File: src/rtl/led_sched_pkg.sv
// Shared types for the status-LED scheduler: FSM encoding, event class IDs, burst lengths.
// Pure declarations; no logic, no latency, no flow control.
package led_sched_pkg;

  typedef enum logic [1:0] {
    IDLE  = 2'd0,
    FLASH = 2'd1,
    GAP   = 2'd2
  } state_t;

  localparam logic [1:0] ID_OK    = 2'd0;
  localparam logic [1:0] ID_ERR   = 2'd1;
  localparam logic [1:0] ID_ALARM = 2'd2;
  localparam logic [1:0] ID_NONE  = 2'd3;

  localparam int NUM_CLASSES = 3;

  // Burst length for a class; counts come from the instantiating module's parameters.
  function automatic int unsigned toggles(input logic [1:0]  id,
                                          input int unsigned ok_t,
                                          input int unsigned err_t,
                                          input int unsigned alarm_t);
    case (id)
      ID_OK:    return ok_t;
      ID_ERR:   return err_t;
      ID_ALARM: return alarm_t;
      default:  return 0;
    endcase
  endfunction

endpackage

File: src/rtl/led_req_pending.sv
// Pending-request flops (set wins over grant-clear) plus a fixed-priority encoder (2>1>0).
// Request visible one edge after the pulse; no backpressure, requests are never lost.
module led_req_pending
  import led_sched_pkg::*;
(
  input  logic                   clk,
  input  logic                   rst_n,
  input  logic [NUM_CLASSES-1:0] req,
  input  logic                   grant,
  input  logic [1:0]             grant_id,
  output logic [NUM_CLASSES-1:0] pending,
  output logic                   any,
  output logic [1:0]             top_id
);

  logic [NUM_CLASSES-1:0] clr_mask;

  always_comb begin
    clr_mask = '0;
    if (grant) begin
      clr_mask = NUM_CLASSES'(3'b001 << grant_id);
    end
  end

  // A request arriving in its own grant cycle re-arms the bit so the event replays.
  always_ff @(posedge clk or negedge rst_n) begin
    if (!rst_n) begin
      pending <= '0;
    end else begin
      pending <= (pending & ~clr_mask) | req;
    end
  end

  always_comb begin
    any    = |pending;
    top_id = ID_NONE;
    if (pending[2]) begin
      top_id = ID_ALARM;
    end else if (pending[1]) begin
      top_id = ID_ERR;
    end else if (pending[0]) begin
      top_id = ID_OK;
    end
  end

endmodule

File: src/rtl/led_event_scheduler.sv
// Shares one status LED between OK/ERR/ALARM events: prioritised, preemptive, tick-paced blink bursts.
// Grant one edge after pending; no backpressure. LED_ALARM_LATCH_EN: alarm blinks until alarm_clr.
module led_event_scheduler
  import led_sched_pkg::*;
#(
  parameter int OK_TOGGLES    = 4,
  parameter int ERR_TOGGLES   = 8,
  parameter int ALARM_TOGGLES = 16,
  parameter int CNT_W         = 5
) (
  input  logic       clk,
  input  logic       rst_n,
  input  logic       tick,
  input  logic [2:0] req,
  input  logic       alarm_clr,
  output logic       led,
  output logic       busy,
  output logic [1:0] active_id,
  output logic       done
);

  state_t             state_q, state_d;
  logic [CNT_W-1:0]   cnt_q, cnt_d;
  logic               led_q, led_d;
  logic [1:0]         id_q, id_d;
  logic               done_q, done_d;

  logic               grant;
  logic [2:0]         pending;
  logic               any;
  logic [1:0]         top_id;
  logic               preempt;
  logic [CNT_W-1:0]   load_cnt;

  led_req_pending u_pending (
    .clk      (clk),
    .rst_n    (rst_n),
    .req      (req),
    .grant    (grant),
    .grant_id (top_id),
    .pending  (pending),
    .any      (any),
    .top_id   (top_id)
  );

  assign load_cnt = CNT_W'(toggles(top_id, OK_TOGGLES, ERR_TOGGLES, ALARM_TOGGLES));
  assign preempt  = any && (top_id > id_q);

`ifndef LED_ALARM_LATCH_EN
  logic unused_alarm_clr;
  assign unused_alarm_clr = alarm_clr;
`endif

  always_comb begin
    state_d = state_q;
    cnt_d   = cnt_q;
    led_d   = led_q;
    id_d    = id_q;
    done_d  = 1'b0;
    grant   = 1'b0;
    case (state_q)
      IDLE: begin
        if (any) begin
          grant   = 1'b1;
          state_d = FLASH;
          cnt_d   = load_cnt;
          led_d   = 1'b0;
          id_d    = top_id;
        end
      end
      FLASH: begin
        // The aborted burst is dropped outright: no done, no requeue, no gap.
        if (preempt) begin
          grant   = 1'b1;
          cnt_d   = load_cnt;
          led_d   = 1'b0;
          id_d    = top_id;
`ifdef LED_ALARM_LATCH_EN
        end else if (id_q == ID_ALARM) begin
          if (alarm_clr) begin
            led_d   = 1'b0;
            state_d = GAP;
          end else if (tick) begin
            led_d = ~led_q;
          end
`endif
        end else if (tick) begin
          if (cnt_q != '0) begin
            led_d = ~led_q;
            cnt_d = cnt_q - CNT_W'(1);
          end else begin
            led_d   = 1'b0;
            done_d  = 1'b1;
            state_d = GAP;
          end
        end
      end
      GAP: begin
        led_d = 1'b0;
        if (tick) begin
          state_d = IDLE;
          id_d    = ID_NONE;
        end
      end
      default: begin
        state_d = IDLE;
        led_d   = 1'b0;
        id_d    = ID_NONE;
      end
    endcase
  end

  always_ff @(posedge clk or negedge rst_n) begin
    if (!rst_n) begin
      state_q <= IDLE;
      cnt_q   <= '0;
      led_q   <= 1'b0;
      id_q    <= ID_NONE;
      done_q  <= 1'b0;
    end else begin
      state_q <= state_d;
      cnt_q   <= cnt_d;
      led_q   <= led_d;
      id_q    <= id_d;
      done_q  <= done_d;
    end
  end

  assign led       = led_q;
  assign busy      = (state_q != IDLE);
  assign active_id = id_q;
  assign done      = done_q;

endmodule

File: config.mk
export PLATFORM = sky130hd
export DESIGN_NAME = led_event_scheduler
export DESIGN_NICKNAME = d
export VERILOG_FILES = /design/src/rtl/led_sched_pkg.sv /design/src/rtl/led_req_pending.sv /design/src/rtl/led_event_scheduler.sv
export SDC_FILE = /design/constraint.sdc
export NUM_CORES = 1
export LEC_CHECK = 0
export CORE_MARGIN = 2
export CORE_UTILIZATION = 56
export DETAILED_ROUTE_END_ITERATION = 10
export PLACE_DENSITY = 0.82
export SLEW_MARGIN = 20
export SYNTH_ARGS = -nofsm -noshare
export SYNTH_HDL_FRONTEND = slang
export SYNTH_HIERARCHICAL = 1
export SYNTH_SLANG_ARGS = --single-unit
File: constraint.sdc
create_clock -name clk -period 3.25 [get_ports clk]
set_clock_uncertainty 0.15 [all_clocks]
set_input_delay 0.65 -clock clk [delete_from_list [all_inputs] [get_ports clk]]
set_output_delay 0.65 -clock clk [all_outputs]
set_load 0.01 [all_outputs]
==> results by group <==
Route
  • Drt initial violations: 29
  • Per-cell routed wire length: 14.5 µm
  • Total Wirelength: 1.71 mm
  • Residual DRC: 0
  • Vias after detailed routing: 718
  • Routed Antenna Nets: 0
  • DRT Pass-1 Iters: 4
  • DR vias/cell: 6.08

Logic synthesis
  • Seq/Total Area, Yosys: 41.6%
  • Yosys warning total: 6
  • Synthesized net count: 99
  • Yosys reg bits: 14
  • Mapped cell area: 848 µm²
  • Distinct cell type count after synthesis: 34
  • Syn_area_per_cell: 9.53 µm²
  • Synth Instances: 89

Critical path
  • Max stage delay on crit path: 0.51 ns
  • CP required: 3.32 ns
  • CP Cell Sequence: o21bai_1 > ha_1 > nor2b_1 > o21a_1 > o21ai_1 > nor2_1 > nor4b_1 > nor2_1
  • Slowest CP cell: o21bai_1
  • Critical path data arrival time: 2.72 ns
  • Crit-path most repeated cell: nor2_1
  • CP Launch Type: flip-flop
  • Max FO, Critical Path: 8
  • Crit Path Category: reg2reg
  • Setup crit end kind: flip-flop

Timing
  • Fin. Hold Viols: 0
  • Hold slack: 0.374 ns
  • RSZ-0062 raised after global routing: false
  • Final setup fails: 0
  • Post-Route Setup TNS: 0 ns
  • Slew @ Worst Pin: 0.632 ns
  • Fin crit share: 81.6%
  • Slew HR: 57.8%
  • Min Tclk post-route: 2.65 ns
  • Peak Freq: 0.377 GHz
  • Pins Over Slew Limit: 0

Die
  • Core area: 1450 µm²
  • FP Rows: 14
  • Die Width: 42.9 µm
  • Die ar.: 1840 µm²
  • Initial core utilization: 58.3%
  • Top-Level Pins: 12
  • Die height: 42.9 µm

Placed design
  • Placer Congestion: 0.801
  • Dpl hpwl: 1.27 mm
  • Port Buffers: 10

Clocking
  • Clk slew on worst S/H paths: 0.09 ns
  • Post-CTS Hold Fix Bufs: 0
  • Sink Count: 14
  • Clock insertion delay at the later pin of the skew report: 0.29 ns
  • CTS Buffer Depth: 2
  • CTS tree: yes
  • Root buf cell: clkbuf_4
  • Htree depth: 1
  • PostCTS Resize Cnt: 0
  • Cts bufs inserted: 3
  • Setup Fix Bufs, Post-CTS: 0

Flow run
  • Max-Cap Viols: 0

Run status
  • Outcome: finished, final reports clean

Power
  • Leakage power total: 0.448 nW
  • Overall power: 0.00108 W
  • Pwr/cell area: 1080 nW/µm²
  • VDD IR max: 522 µV

Cells and area
  • Post-layout util: 68.6%
  • # fillers: 119
  • Area growth from synthesis to layout: 17.6%
  • Reg area: 353 µm²
  • Share of cells above drive strength 1: 13.7%
  • Area of the multi-input gates: 462 µm²
  • Ant. Diodes: 0
  • Fin nets: 113

Global routing
  • Total grt overflow: 0
  • Initial antenna violation count: 0
  • Largest net degree at the start of global routing: 15
  • Vias in the first global route: 667
  • First-pass GRT wire length: 2.90 mm
  • Tot GR Track Use: 21.9%

Worst hold path
  • Min-delay worst type: reg2reg
-- power breakdown --
group / internal [W] / switching, W / total [W]
clock network: 0.0000684 / 0.0000615 / 0.000130
registers: 0.000249 / 0.0000644 / 0.000314
logic: 0.000300 / 0.000334 / 0.000634
total: 0.000618 / 0.000460 / 0.00108
-- cell families after synthesis --
family	synth area share [%]
adders and majority gates	4.43
muxes	2.36
AOI/OAI and AO/OA	24.5
DFF	41.6
buffers and inverters	3.98
and+or+nand+nor	23.2
-- cells in the mapped netlist --
master     number  share of area, %
a21boi_0        2               1.8
a21o_1          3               2.7
a21o_2          2               2.1
a21oi_1         5               2.9
a22o_2          1               1.2
a22oi_1         1              0.89
a31oi_1         2               1.5
buf_4           1              0.89
dfrtp_1        12                35
dfstp_2         2               6.2
ha_1            3               4.4
inv_1           6               2.7
inv_2           1              0.44
mux2i_1         2               2.4
nand2_1         8               3.5
nand2b_1        2               1.5
nand3_1         1              0.59
nand3_2         1               1.2
nand3b_1        6               5.3
nor2_1         10               4.4
nor2b_1         1              0.74
nor3_1          1              0.59
nor4b_1         1               1.0
nor4b_2         1               1.8
o2111ai_1       1               1.0
o211ai_2        1               1.5
o21a_1          1              0.89
o21ai_0         4               2.4
o21ai_1         1              0.59
o21bai_1        1              0.89
o311ai_4        1               3.1
o32a_1          1               1.2
or3_1           2               1.5
or3b_1          1               1.0
-- stage by stage --
stage	setup WS (ns)	instances	cell area, µm²
detailed placement	0.661	114	961
global route	0.431	118	997
global placement	0.715	114	961
floorplan	1.04	89	848
CTS	0.622	118	997
finish	0.598	118	997
-- layout by cell type (no fill, tap or decap) --
master / Yosys / final
dfrtp_1: 12 / 12
nor2_1: 10 / 10
clkdlybuf4s50_1: 0 / 10
nand2_1: 8 / 8
inv_1: 6 / 6
nand3b_1: 6 / 6
a21oi_1: 5 / 5
o21ai_0: 4 / 4
a21o_1: 3 / 3
ha_1: 3 / 3
clkbuf_4: 0 / 3
nand2b_1: 2 / 2
a21o_2: 2 / 2
a31oi_1: 2 / 2
mux2i_1: 2 / 2
or3_1: 2 / 2
a21boi_0: 2 / 2
dfstp_2: 2 / 2
inv_2: 1 / 1
nor2b_1: 1 / 1
o21a_1: 1 / 1
o21ai_1: 1 / 1
o211ai_2: 1 / 1
nand3_2: 1 / 1
nor4b_2: 1 / 1
a22oi_1: 1 / 1
o2111ai_1: 1 / 1
nand3_1: 1 / 1
o311ai_4: 1 / 1
or3b_1: 1 / 1
nor3_1: 1 / 1
o32a_1: 1 / 1
a22o_2: 1 / 1
clkbuf_8: 0 / 1
nor4b_1: 1 / 1
o21bai_1: 1 / 1
-- final cells by class --
type | instances | share of cell area [%]
Inverter | 7 | 2.63
Multi-Input combinational cell | 67 | 46.3
Sequential cell | 14 | 35.4
Timing Repair Buffer | 10 | 10.0
Clock buffer | 4 | 3.64
Tap cell | 16 | 2.01
-- layer usage --
metal | wire length, µm | global-route usage (%)
met5 | 0 | 0
met4 | 41 | 14.4
met1 | 793 | 29.4
met3 | 80 | 3.83
met2 | 799 | 32.1
-- flip-flops by register name (all words and copies together) (netlist names) --
signal,count
state_q,2
done,1
active_id,2
u_pending/pending,3
led,1
cnt_q,5
-- final timing paths --
| path | from | end | slack, ns | cells past startpoint |
|---|---|---|---|---|
| worst max-delay path | u_pending/pending[0] | u_pending/pending[0] | 0.60 | 8 |
| worst min register to register | active_id[1] | active_id[1] | 0.37 | 1 |
| max in group asynchronous | rst_n | cnt_q[0] | 1.95 | 1 |
| min in group asynchronous | rst_n | state_q[1] | 0.59 | 1 |
| worst min-delay path | active_id[1] | active_id[1] | 0.37 | 1 |
| worst max register to register | u_pending/pending[0] | u_pending/pending[0] | 0.60 | 8 |
-- critical path, delay by kind of cell (launching register included) --
family,cells,cell delay [ns]
adder cells (fa/ha/maj),1,0.36
flip-flops,1,0.43
AND/OR/NAND/NOR,4,0.60
AO/OA/AOI/OAI,3,1.05
Note: power is estimated with default switching activity, not from simulation.
